[src/rtl/nim_pkg.sv]
// Shared types and sizes for the Nim display path.
package nim_pkg;

  localparam int unsigned N_PILES = 4;
  localparam int unsigned MAT_DIM = 8;
  localparam int unsigned COL_W   = $clog2(MAT_DIM);

  typedef logic [2:0] stick_cnt_t;

  typedef enum logic [2:0] {
    SRRST,
    LOAD,
    SHIFT,
    LATCH,
    SHOW
  } drv_state_t;

  // Everything the bitmap is rendered from; held as a shadow copy per frame.
  typedef struct packed {
    stick_cnt_t [N_PILES-1:0] sticks;
    logic [1:0]               sel_row;
    logic                     sel_valid;
    logic                     game_over;
  } frame_cfg_t;

endpackage

[src/rtl/nim_matrix_driver_if.sv]
// Game-state inputs and shift-register/column outputs of the matrix driver.
interface nim_matrix_driver_if;
  import nim_pkg::*;

  stick_cnt_t         row1_sticks;
  stick_cnt_t         row2_sticks;
  stick_cnt_t         row3_sticks;
  stick_cnt_t         row4_sticks;
  logic [1:0]         sel_row;
  logic               sel_valid;
  logic               game_over;
  logic               upd;

  logic               reset_out;
  logic               OE;
  logic               SH_CP;
  logic               ST_CP;
  logic               DS;
  logic [MAT_DIM-1:0] col_select;
  logic               frame_done;

  modport master (
    output row1_sticks, row2_sticks, row3_sticks, row4_sticks,
    output sel_row, sel_valid, game_over, upd,
    input  reset_out, OE, SH_CP, ST_CP, DS, col_select, frame_done
  );

  modport slave (
    input  row1_sticks, row2_sticks, row3_sticks, row4_sticks,
    input  sel_row, sel_valid, game_over, upd,
    output reset_out, OE, SH_CP, ST_CP, DS, col_select, frame_done
  );

endinterface

[src/rtl/nim_frame_builder.sv]
// Renders the frame configuration into an 8x8 bitmap and returns one column.
module nim_frame_builder
  import nim_pkg::*;
(
  input  frame_cfg_t         cfg_i,
  input  logic [COL_W-1:0]   col_i,
  output logic [MAT_DIM-1:0] col_byte_c
);

  logic [MAT_DIM-1:0][MAT_DIM-1:0] bitmap; // [row][col]

  // Piles on odd rows, cursor in the last column; game over replaces everything.
  always_comb begin
    bitmap = '0;
    for (int k = 0; k < int'(N_PILES); k++) begin
      for (int c = 0; c < int'(MAT_DIM); c++) begin
        bitmap[2*k+1][c] = (4'(c) < {1'b0, cfg_i.sticks[k]});
      end
    end
    if (cfg_i.sel_valid) begin
      bitmap[{cfg_i.sel_row, 1'b1}][MAT_DIM-1] = 1'b1;
    end
    if (cfg_i.game_over) begin
      for (int r = 0; r < int'(MAT_DIM); r++) begin
        for (int c = 0; c < int'(MAT_DIM); c++) begin
          bitmap[r][c] = ((r + c) % 2) == 1;
        end
      end
    end
  end

  always_comb begin
    col_byte_c = '0;
    for (int r = 0; r < int'(MAT_DIM); r++) begin
      col_byte_c[r] = bitmap[r][col_i];
    end
  end

endmodule

[src/rtl/nim_matrix_driver.sv]
// Column-scanning driver for an 8x8 matrix behind a serial-in shift register.
module nim_matrix_driver
  import nim_pkg::*;
#(
  parameter int unsigned CLK_DIV    = 4,
  parameter int unsigned COL_HOLD   = 2000,
  parameter int unsigned SR_RST_CYC = 4
) (
  input  logic                clk,
  input  logic                rst,
  nim_matrix_driver_if.slave  bus
);

  localparam int unsigned MAX_A   = (SR_RST_CYC > 2 * CLK_DIV) ? SR_RST_CYC : 2 * CLK_DIV;
  localparam int unsigned MAX_CNT = (MAX_A > COL_HOLD) ? MAX_A : COL_HOLD;
  localparam int unsigned CNT_W   = $clog2(MAX_CNT + 1);

  drv_state_t         state_q, state_d;
  logic [CNT_W-1:0]   cnt_q, cnt_d;
  logic [2:0]         bit_q, bit_d;
  logic [COL_W-1:0]   col_q, col_d;
  logic [MAT_DIM-1:0] byte_q, byte_d;
  frame_cfg_t         shadow_q, shadow_d, live_cfg;
  logic               upd_pending_q, upd_pending_d;
  logic               reset_out_q, reset_out_d;
  logic               oe_q, oe_d;
  logic               sh_cp_q, sh_cp_d;
  logic               st_cp_q, st_cp_d;
  logic               ds_q, ds_d;
  logic [MAT_DIM-1:0] col_sel_q, col_sel_d;
  logic               frame_done_q, frame_done_d;
  logic               capture_c;
  logic [MAT_DIM-1:0] col_byte_c;

  always_comb begin
    live_cfg           = '0;
    live_cfg.sticks    = {bus.row4_sticks, bus.row3_sticks, bus.row2_sticks, bus.row1_sticks};
    live_cfg.sel_row   = bus.sel_row;
    live_cfg.sel_valid = bus.sel_valid;
    live_cfg.game_over = bus.game_over;
  end

  // Snapshots happen only at the column-0 load, so a frame is never torn.
  assign capture_c     = (state_q == LOAD) && (col_q == '0) && (upd_pending_q || bus.upd);
  assign shadow_d      = capture_c ? live_cfg : shadow_q;
  assign upd_pending_d = capture_c ? 1'b0 : (upd_pending_q | bus.upd);

  // Built from the post-capture shadow so a column-0 update shows immediately.
  nim_frame_builder u_builder (
    .cfg_i      (shadow_d),
    .col_i      (col_q),
    .col_byte_c (col_byte_c)
  );

  always_comb begin
    state_d      = state_q;
    cnt_d        = cnt_q + CNT_W'(1);
    bit_d        = bit_q;
    col_d        = col_q;
    byte_d       = byte_q;
    reset_out_d  = reset_out_q;
    oe_d         = oe_q;
    sh_cp_d      = sh_cp_q;
    st_cp_d      = st_cp_q;
    ds_d         = ds_q;
    col_sel_d    = col_sel_q;
    frame_done_d = 1'b0;

    unique case (state_q)
      SRRST: begin
        reset_out_d = 1'b0;
        oe_d        = 1'b1;
        if (cnt_q == CNT_W'(SR_RST_CYC - 1)) begin
          state_d     = LOAD;
          cnt_d       = '0;
          col_d       = '0;
          reset_out_d = 1'b1;
        end
      end
      LOAD: begin
        state_d = SHIFT;
        cnt_d   = '0;
        bit_d   = '0;
        byte_d  = col_byte_c;
        ds_d    = col_byte_c[MAT_DIM-1];
        sh_cp_d = 1'b0;
      end
      SHIFT: begin
        if (cnt_q == CNT_W'(CLK_DIV - 1)) begin
          sh_cp_d = 1'b1;
        end
        // Bit boundary: the falling SH_CP edge and the next DS change coincide.
        if (cnt_q == CNT_W'(2 * CLK_DIV - 1)) begin
          cnt_d   = '0;
          sh_cp_d = 1'b0;
          if (bit_q == 3'd7) begin
            state_d = LATCH;
            st_cp_d = 1'b1;
            ds_d    = 1'b0;
          end else begin
            bit_d  = bit_q + 3'd1;
            byte_d = {byte_q[MAT_DIM-2:0], 1'b0};
            ds_d   = byte_q[MAT_DIM-2];
          end
        end
      end
      LATCH: begin
        if (cnt_q == CNT_W'(CLK_DIV - 1)) begin
          state_d   = SHOW;
          cnt_d     = '0;
          st_cp_d   = 1'b0;
          oe_d      = 1'b0;
          col_sel_d = MAT_DIM'(1) << col_q;
        end
      end
      SHOW: begin
        if (cnt_q == CNT_W'(COL_HOLD - 1)) begin
          state_d      = LOAD;
          cnt_d        = '0;
          oe_d         = 1'b1;
          col_sel_d    = '0;
          col_d        = col_q + COL_W'(1);
          frame_done_d = (col_q == COL_W'(MAT_DIM - 1));
        end
      end
      default: begin
        state_d = SRRST;
        cnt_d   = '0;
      end
    endcase
  end

  always_ff @(posedge clk or negedge rst) begin
    if (!rst) begin
      state_q       <= SRRST;
      cnt_q         <= '0;
      bit_q         <= '0;
      col_q         <= '0;
      byte_q        <= '0;
      shadow_q      <= '0;
      upd_pending_q <= 1'b0;
      reset_out_q   <= 1'b0;
      oe_q          <= 1'b1;
      sh_cp_q       <= 1'b0;
      st_cp_q       <= 1'b0;
      ds_q          <= 1'b0;
      col_sel_q     <= '0;
      frame_done_q  <= 1'b0;
    end else begin
      state_q       <= state_d;
      cnt_q         <= cnt_d;
      bit_q         <= bit_d;
      col_q         <= col_d;
      byte_q        <= byte_d;
      shadow_q      <= shadow_d;
      upd_pending_q <= upd_pending_d;
      reset_out_q   <= reset_out_d;
      oe_q          <= oe_d;
      sh_cp_q       <= sh_cp_d;
      st_cp_q       <= st_cp_d;
      ds_q          <= ds_d;
      col_sel_q     <= col_sel_d;
      frame_done_q  <= frame_done_d;
    end
  end

  assign bus.reset_out  = reset_out_q;
  assign bus.OE         = oe_q;
  assign bus.SH_CP      = sh_cp_q;
  assign bus.ST_CP      = st_cp_q;
  assign bus.DS         = ds_q;
  assign bus.col_select = col_sel_q;
  assign bus.frame_done = frame_done_q;

endmodule

[src/flat_wrapper.sv]
// flat-port wrapper written by rule: the top's interface ports become plain ports
module nim_matrix_driver_flat import nim_pkg::*;
#(
  parameter int unsigned CLK_DIV    = 4,
  parameter int unsigned COL_HOLD   = 2000,
  parameter int unsigned SR_RST_CYC = 4
)
  (clk, rst, bus_row1_sticks, bus_row2_sticks, bus_row3_sticks, bus_row4_sticks, bus_sel_row, bus_sel_valid, bus_game_over, bus_upd, bus_reset_out, bus_OE, bus_SH_CP, bus_ST_CP, bus_DS, bus_col_select, bus_frame_done);
  nim_matrix_driver_if bus_i ();
  input  logic clk;
  input  logic rst;
  input wire logic [$bits(bus_i.row1_sticks)-1:0] bus_row1_sticks;
  input wire logic [$bits(bus_i.row2_sticks)-1:0] bus_row2_sticks;
  input wire logic [$bits(bus_i.row3_sticks)-1:0] bus_row3_sticks;
  input wire logic [$bits(bus_i.row4_sticks)-1:0] bus_row4_sticks;
  input wire logic [$bits(bus_i.sel_row)-1:0] bus_sel_row;
  input wire logic [$bits(bus_i.sel_valid)-1:0] bus_sel_valid;
  input wire logic [$bits(bus_i.game_over)-1:0] bus_game_over;
  input wire logic [$bits(bus_i.upd)-1:0] bus_upd;
  output wire logic [$bits(bus_i.reset_out)-1:0] bus_reset_out;
  output wire logic [$bits(bus_i.OE)-1:0] bus_OE;
  output wire logic [$bits(bus_i.SH_CP)-1:0] bus_SH_CP;
  output wire logic [$bits(bus_i.ST_CP)-1:0] bus_ST_CP;
  output wire logic [$bits(bus_i.DS)-1:0] bus_DS;
  output wire logic [$bits(bus_i.col_select)-1:0] bus_col_select;
  output wire logic [$bits(bus_i.frame_done)-1:0] bus_frame_done;
  assign bus_i.row1_sticks = bus_row1_sticks;
  assign bus_i.row2_sticks = bus_row2_sticks;
  assign bus_i.row3_sticks = bus_row3_sticks;
  assign bus_i.row4_sticks = bus_row4_sticks;
  assign bus_i.sel_row = bus_sel_row;
  assign bus_i.sel_valid = bus_sel_valid;
  assign bus_i.game_over = bus_game_over;
  assign bus_i.upd = bus_upd;
  assign bus_reset_out = bus_i.reset_out;
  assign bus_OE = bus_i.OE;
  assign bus_SH_CP = bus_i.SH_CP;
  assign bus_ST_CP = bus_i.ST_CP;
  assign bus_DS = bus_i.DS;
  assign bus_col_select = bus_i.col_select;
  assign bus_frame_done = bus_i.frame_done;
  nim_matrix_driver #(.CLK_DIV(CLK_DIV), .COL_HOLD(COL_HOLD), .SR_RST_CYC(SR_RST_CYC)) u_core (.clk(clk), .rst(rst), .bus(bus_i));
endmodule
[config.mk]
export PLATFORM = sky130hd
export DESIGN_NAME = nim_matrix_driver_flat
export DESIGN_NICKNAME = d
export VERILOG_FILES = /design/src/rtl/nim_pkg.sv /design/src/rtl/nim_matrix_driver_if.sv /design/src/rtl/nim_frame_builder.sv /design/src/rtl/nim_matrix_driver.sv /design/src/flat_wrapper.sv
export SDC_FILE = /design/constraint.sdc
export NUM_CORES = 1
export LEC_CHECK = 0
export CORE_ASPECT_RATIO = 1.5
export CORE_UTILIZATION = 40
export DETAILED_ROUTE_END_ITERATION = 10
export PLACE_DENSITY = 0.57
export SETUP_SLACK_MARGIN = 0.4
export SLEW_MARGIN = 30
export SYNTH_ARGS = -nofsm -noshare
export SYNTH_HDL_FRONTEND = slang
export SYNTH_HIERARCHICAL = 1
export SYNTH_SLANG_ARGS = --single-unit
[constraint.sdc]
create_clock -name clk -period 5.7 [get_ports clk]
set_input_delay 1.425 -clock clk [delete_from_list [all_inputs] [get_ports clk]]
set_output_delay 1.425 -clock clk [all_outputs]
set_load 0.03 [all_outputs]
==> summary.txt, run 1 <==
Detailed routing
  – Number of routed nets with antenna violations: 0
  – Mean number of vias per cell: between 5 and 6
  – WL final: roughly 6200 microns
  – DRT iter0 DRCs: 99
  – Vias: around 2.2k
  – WL/cell: 15.1 microns
  – DRC Markers: 0
  – Drt pass-1 iters: 4

Floorplanning
  – CORE AREA: approximately 7300 sq um
  – Die X-Extent: 73.2 microns
  – Starting Density: 0.416
  – DIE AREA: approximately 8000 sq um
  – Num ports: 33
  – # rows: 38
  – Height of the chip: roughly 110 microns

Worst hold path
  – Hold crit path type: reg -> reg

Setup path
  – Crit path capture type: register
  – CP top delay family: simple AND/OR/NAND/NOR gates
  – Top cell by count, worst path: mux2_2
  – CP max FO: 16
  – Critical path type: in -> reg
  – Critical Path Max Stage Delay: about 0.59 ns
  – Startpoint type of the worst setup path: primary input
  – Reg2reg setup slack: 2.17 ns
  – CP arrival: around 4.2 ns
  – Slowest library cell on the worst path: nor2_2
  – Worst-path cell chain: clkdlybuf4s50_1, nor2_1, nor2_2, mux2_2, nand4b_1, or2_0, or3_1, nand3_1, nand2_1, o21ai_0, mux2_2
  – Worst path bufs/invs: 1
  – Worst endpoint required time: approximately 6.0 ns

Yosys
  – Synthesis Warnings: 6
  – Ys flop type: dfrtp_1
  – Post-synth EDFFs: 0
  – Area contributors post-synth: dfrtp_1 (47%), mux2_2 (9.2%), ha_1 (3.7%)
  – Unique masters post-synth: between 50 and 60
  – Synthesized instance count: approximately 280
  – Leading area contributor after synthesis: dfrtp_1
  – Synth async-reset ratio: 1.00
  – Post-synthesis sequential area ratio: 0.477
  – Post-synth top area share: 0.468
  – Top-count cell post-synth: dfrtp_1
  – Syn_area_per_cell: between 10 and 15 sq um
  – Yosys reg bits: between 50 and 60
  – Netlist Area Pre-Place: approximately 3000 sq um
  – List of most frequent post-synthesis cells: dfrtp_1 (57), nand2_1 (30), mux2_2 (25), nor2_1 (18), inv_1 (16)
  – Post-Syn Nets: approximately 310

Timing
  – Fmax: ~0.26 GHz
  – Final period util: 0.684
  – Min Hold Slack: 0.461 ns
  – Final slew viol count: 0
  – Skew final: 0.00704 ns
  – Setup-failing EPs final: 0
  – Worst-margin pin slew: between 0.7 and 0.8 ns
  – Slew headroom: 0.469
  – Final hold violations: 0
  – Post-layout min period: slightly below 4 ns
  – Final TNS setup: 0 ns
  – Unrepaired setup endpoints after global routing: false

Power and ir drop
  – Psw: around 0.18 mW
  – Sequential Power Share: 0.485
  – Leakage: about 1.6 nW
  – Clock Power Share: 0.468
  – VDD IR max: roughly 150 uV
  – Pint: 0.680 mW
  – Sw frac: 0.213
  – Power density over cell area: approximately 240 nW/um^2
  – Comb pwr share: 0.047

Clock tree
  – Root buffer cell: clkbuf_8
  – Htree depth: 3
  – TritonCTS Buffers: 9
  – CTS tree: done
  – Clk_lat worst skew: 0.32 ns
  – Clock tree buffer depth: 2
  – CTS Sinks: 58
  – Number of gates resized after cts: 0
  – Clock Pin Slew Worst Setup and Hold Paths: around 0.070 ns
  – Post-CTS setup buffer count: 0
  – Post-cts hold buffer count: 0

Cells and area
  – Area Overhead vs Synth: 19.4%
  – Layout cells sized above 1: 0.206
  – Fin util: 0.497
  – Final nets: around 340
  – Fillcell total: 728
  – Ant diodes: 0

Placement
  – DP HPWL: 4480 microns
  – Routability cong.: approximately 0.77
  – Input/output buffers: 32

Outcome
  – Outcome: completed

Global routing
  – Antenna violations before repair: 0
  – Overflow after GRT: 0
  – All-Layer GR Usage: 0.177
  – First-pass GRT wire length: 10700 microns
  – Largest net degree at the start of global routing: slightly below 60
  – Vias in the first global route: between 2k and 2.5k

Run
  – Max Cap Viol: 0
## per-layer routing
metal	wire length (microns)	track usage	up-vias
met5	0	0	-
met4	39	0.0574	0
met3	197	0.0481	2
met2	3360	0.319	31
met1	2660	0.200	1081
li1	-	-	1045
## power by group through the flow
stage                     clock network (mW)  registers [mW]  logic (mW)
after floorplan                            0           0.427      0.0168
after global placement                     0           0.427      0.0412
after detailed placement                   0           0.427      0.0411
after CTS                              0.417           0.420      0.0414
after global routing                   0.435           0.420      0.0452
final                                  0.405           0.420      0.0402
## worst paths after layout
check                           startpoint                  endpoint  depth (start not counted)
min reg2reg                u_core/cnt_q[0]           u_core/cnt_q[0]                          1
max                                bus_upd          u_core/byte_q[1]                         11
min                        u_core/cnt_q[0]           u_core/cnt_q[0]                          1
max reg2reg                u_core/col_q[0]          u_core/byte_q[1]                         13
max in group asynchronous              rst         u_core/state_q[1]                          2
min in group asynchronous              rst  u_core/bus.col_select[3]                          2
## state kept, by name (all words and copies together) (netlist names)
register	count
u_core/bus.SH_CP	1
u_core/bus.DS	1
u_core/bus.ST_CP	1
u_core/upd_pending_q	1
u_core/bus.col_select	8
u_core/bit_q	3
u_core/bus.reset_out	1
u_core/state_q	3
u_core/byte_q	7
u_core/bus.frame_done	1
u_core/col_q	3
u_core/shadow_q	16
u_core/cnt_q	11
u_core/bus.OE	1
## placed cells by master, fill, tap and decap left out, drive strengths merged, types with 2 or more instances in the layout
cell type / n
o21ai: 9
o31ai: 3
bufinv: 2
nand2b: 2
a32o: 5
a22o: 9
inv: 16
nor2: 19
or2: 2
nand2: 30
dfrtp: 57
nor3b: 3
nor2b: 7
or3b: 2
nand3b: 2
nor4b: 2
or2b: 2
clkbuf: 9
a21oi: 9
clkinv: 3
nor3: 7
buf: 2
clkdlybuf4s50: 31
xnor2: 10
and2: 4
nand4: 3
or3: 2
mux2i: 3
mux2: 26
ha: 9
nand3: 7
## final cells by class
cell class                 count  area, sq um  share of cell area
multi-input combinational    193         1470               0.404
sequential                    58         1450               0.399
inverter                      16         60.1              0.0165
tap                          100          125              0.0344
timing repair buffer          33          323              0.0888
clock buffer                   9          124              0.0341
clock inverter                 6         82.6              0.0227
## logic make-up (layout without fill, tap and decap cells)
| kind of cell | Yosys count | count (layout) | synth area share |
|---|---|---|---|
| AO/OA/AOI/OAI | 47 | 47 | 0.122 |
| XOR/XNOR | 10 | 10 | 0.0288 |
| adder cells (fa/ha/maj) | 9 | 9 | 0.0370 |
| buffers and inverters | 26 | 64 | 0.0403 |
| flip-flops | 58 | 58 | 0.477 |
| multiplexers | 29 | 29 | 0.108 |
| AND/OR/NAND/NOR | 98 | 98 | 0.187 |
## stage by stage
stage,setup slack (ns),instances,power (mW),cell area [sq um]
2_1_floorplan,2.32,277,0.444,3050
5_1_grt,1.63,415,0.900,3640
4_1_cts,1.80,415,0.878,3640
6_report,1.80,415,0.865,3640
3_5_place_dp,1.46,400,0.469,3430
3_3_place_gp,1.52,400,0.468,3430
Note: power is estimated with default switching activity, not from simulation.
==> run 2: changes to the inputs <==
Clock period 5.7 ns to 4 ns, I/O delays scaled along.
==> summary.txt, run 2 (synthesis results as in run 1) <==
Outcome
  – Outcome: completed

Placement
  – DP HPWL: 4620 microns (+3.1%)
  – Routability cong.: 0.779 (+1.7%)
  – Input/output buffers: 32 (unchanged)
  – Dpl cells: 403 (+0.75%)
  – DP Area: 3450 sq um (+0.66%)

Timing
  – Final slew viol count: 0 (unchanged)
  – Final hold violations: 0 (unchanged)
  – Unrepaired setup endpoints after global routing: false
  – Setup-failing EPs final: 0 (unchanged)
  – Final period util: 0.817
  – Worst-margin pin slew: 0.811 ns (+0.0143 ns)
  – Skew final: 0.00876 ns (+0.00172 ns)
  – Fmax: ~0.31 GHz
  – Post-layout min period: ~3.3 ns
  – Final TNS setup: 0 ns (unchanged)
  – Slew headroom: 0.459 (-0.00951)
  – Min Hold Slack: 0.461 ns (+0.000298 ns)

Power and ir drop
  – Comb pwr share: 0.049 (+0.002)
  – Pint: 0.925 mW (+36%)
  – Psw: 0.263 mW (+43%)
  – Sw frac: 0.221 (+0.00819)
  – Leakage: 1.58 nW (+0.42%)
  – Sequential Power Share: 0.504 (+0.019)
  – VDD IR max: 173 uV (+16%)
  – Clock Power Share: 0.447 (-0.021)
  – Power density over cell area: 325 nW/um^2 (+37%)

Setup path
  – Worst endpoint required time: 4.27 ns (-1.70 ns)
  – Worst-path cell chain: inv_1, ha_1, nor2b_1, nand2_1, nor2_2, mux2_2, nand4b_1, or2_0, or3_1, nand3_1, nand2_1, o21ai_0, mux2_2
  – Critical path type: reg -> reg
  – Crit path capture type: register
  – Startpoint type of the worst setup path: register
  – CP arrival: 3.54 ns (-0.63 ns)
  – Critical Path Max Stage Delay: 0.52 ns (-0.07 ns)
  – Worst path bufs/invs: 1 (unchanged)
  – CP max FO: 11 (-5)
  – Slowest library cell on the worst path: dfrtp_1
  – CP top delay family: simple AND/OR/NAND/NOR gates

Global routing
  – First-pass GRT wire length: 10600 microns (-1.4%)
  – Antenna violations before repair: 0 (unchanged)
  – All-Layer GR Usage: 0.177 (-0.000620)
  – Overflow after GRT: 0 (unchanged)
  – Vias in the first global route: 2232 (-3.3%)
  – Largest net degree at the start of global routing: 42 (-29%)

Clock tree
  – Post-cts hold buffer count: 0 (unchanged)
  – Clk_lat worst skew: 0.33 ns (about the same)
  – Root buffer cell: clkbuf_8
  – Clock tree buffer depth: 2 (unchanged)
  – Clock Pin Slew Worst Setup and Hold Paths: 0.07 ns (about the same)
  – CTS tree: done
  – CTS Sinks: 58 (unchanged)
  – Number of gates resized after cts: 0 (unchanged)
  – Post-CTS setup buffer count: 0 (unchanged)
  – Htree depth: 3 (unchanged)
  – TritonCTS Buffers: 9 (unchanged)

Detailed routing
  – Drt pass-1 iters: 4 (unchanged)
  – WL final: 6340 microns (+1.5%)
  – Number of routed nets with antenna violations: 0 (unchanged)
  – Vias: 2174 (+0.69%)
  – WL/cell: 15.2 microns (+0.78%)
  – DRC Markers: 0 (unchanged)
  – DRT iter0 DRCs: 124 (+25%)
  – Mean number of vias per cell: 5.20 (about the same)

Cells and area
  – Area Overhead vs Synth: 19.8%
  – Post-route non-filler standard cell count: 418 (+0.72%)
  – Finished Cell Area: 3650 sq um (+0.31%)
  – Final nets: 342 (+0.88%)
  – Most common cell after layout, fill and taps aside: dfrtp_1
  – Commonest non-fill, non-tap cells in the layout: dfrtp_1 (57), clkdlybuf4s50_1 (31), nand2_1 (30)
  – Largest register by flop count: u_core/shadow_q
  – Layout cells sized above 1: 0.214 (+0.00749)
  – Fin util: 0.498 (+0.00154)
  – Ant diodes: 0 (unchanged)
  – Largest register FFs: 16 (unchanged)

Floorplanning
  – CORE AREA: 7320 sq um (unchanged)
  – Starting Density: 0.416 (unchanged)
  – # rows: 38 (unchanged)
  – Height of the chip: 109 microns (unchanged)
  – Num ports: 33 (unchanged)
  – Die X-Extent: 73.2 microns (unchanged)
  – DIE AREA: 7970 sq um (unchanged)

Worst hold path
  – Hold crit path type: reg -> reg

Run
  – Max Cap Viol: 0 (unchanged)
[run 2: final timing paths]
| kind | slack [ns] | cells after the start | from | end |
|---|---|---|---|---|
| max | 0.73 | 13 | u_core/col_q[1] | u_core/byte_q[1] |
| min | 0.46 | 1 | u_core/cnt_q[0] | u_core/cnt_q[0] |
| max reg2reg | 0.73 | 13 | u_core/col_q[1] | u_core/byte_q[1] |
| min reg2reg | 0.46 | 1 | u_core/cnt_q[0] | u_core/cnt_q[0] |
| max in group asynchronous | 2.65 | 2 | rst | u_core/bus.OE |
| min in group asynchronous | 0.64 | 1 | rst | u_core/bus.col_select[7] |
[run 2: cell type report]
type                       instances  area, sq um
clock buffer                      10          138
inverter                          16         60.1
tap                              100          125
multi-input combinational        193         1470
timing repair buffer              36          348
fill                             726         3670
clock inverter                     5         55.1
sequential                        58         1450
[run 2: per-layer routing]
layer  track usage  part of all wire  vias to the layer above
met2         0.305              0.52                       28
li1              -                 -                     1056
met4        0.0672             0.016                        0
met5             0                 0                        -
met1         0.208              0.43                     1083
met3        0.0453             0.032                        7
[run 2: power groups by stage]
| stage | logic, mW | clock network [mW] | registers (mW) |
|---|---|---|---|
| after global placement | 0.0588 | 0 | 0.609 |
| after CTS | 0.0598 | 0.545 | 0.598 |
| after detailed placement | 0.0594 | 0 | 0.609 |
| final | 0.0585 | 0.531 | 0.598 |
| after floorplan | 0.0239 | 0 | 0.609 |
| after global routing | 0.0662 | 0.573 | 0.599 |
[run 2: through the flow]
| stage | power (mW) | worst slack, ns |
|---|---|---|
| after floorplan | 0.632 | 1.04 |
| after global placement | 0.668 | 0.493 |
| after detailed placement | 0.669 | 0.465 |
| after CTS | 1.20 | 0.705 |
| after global routing | 1.24 | 0.443 |
| final | 1.19 | 0.730 |
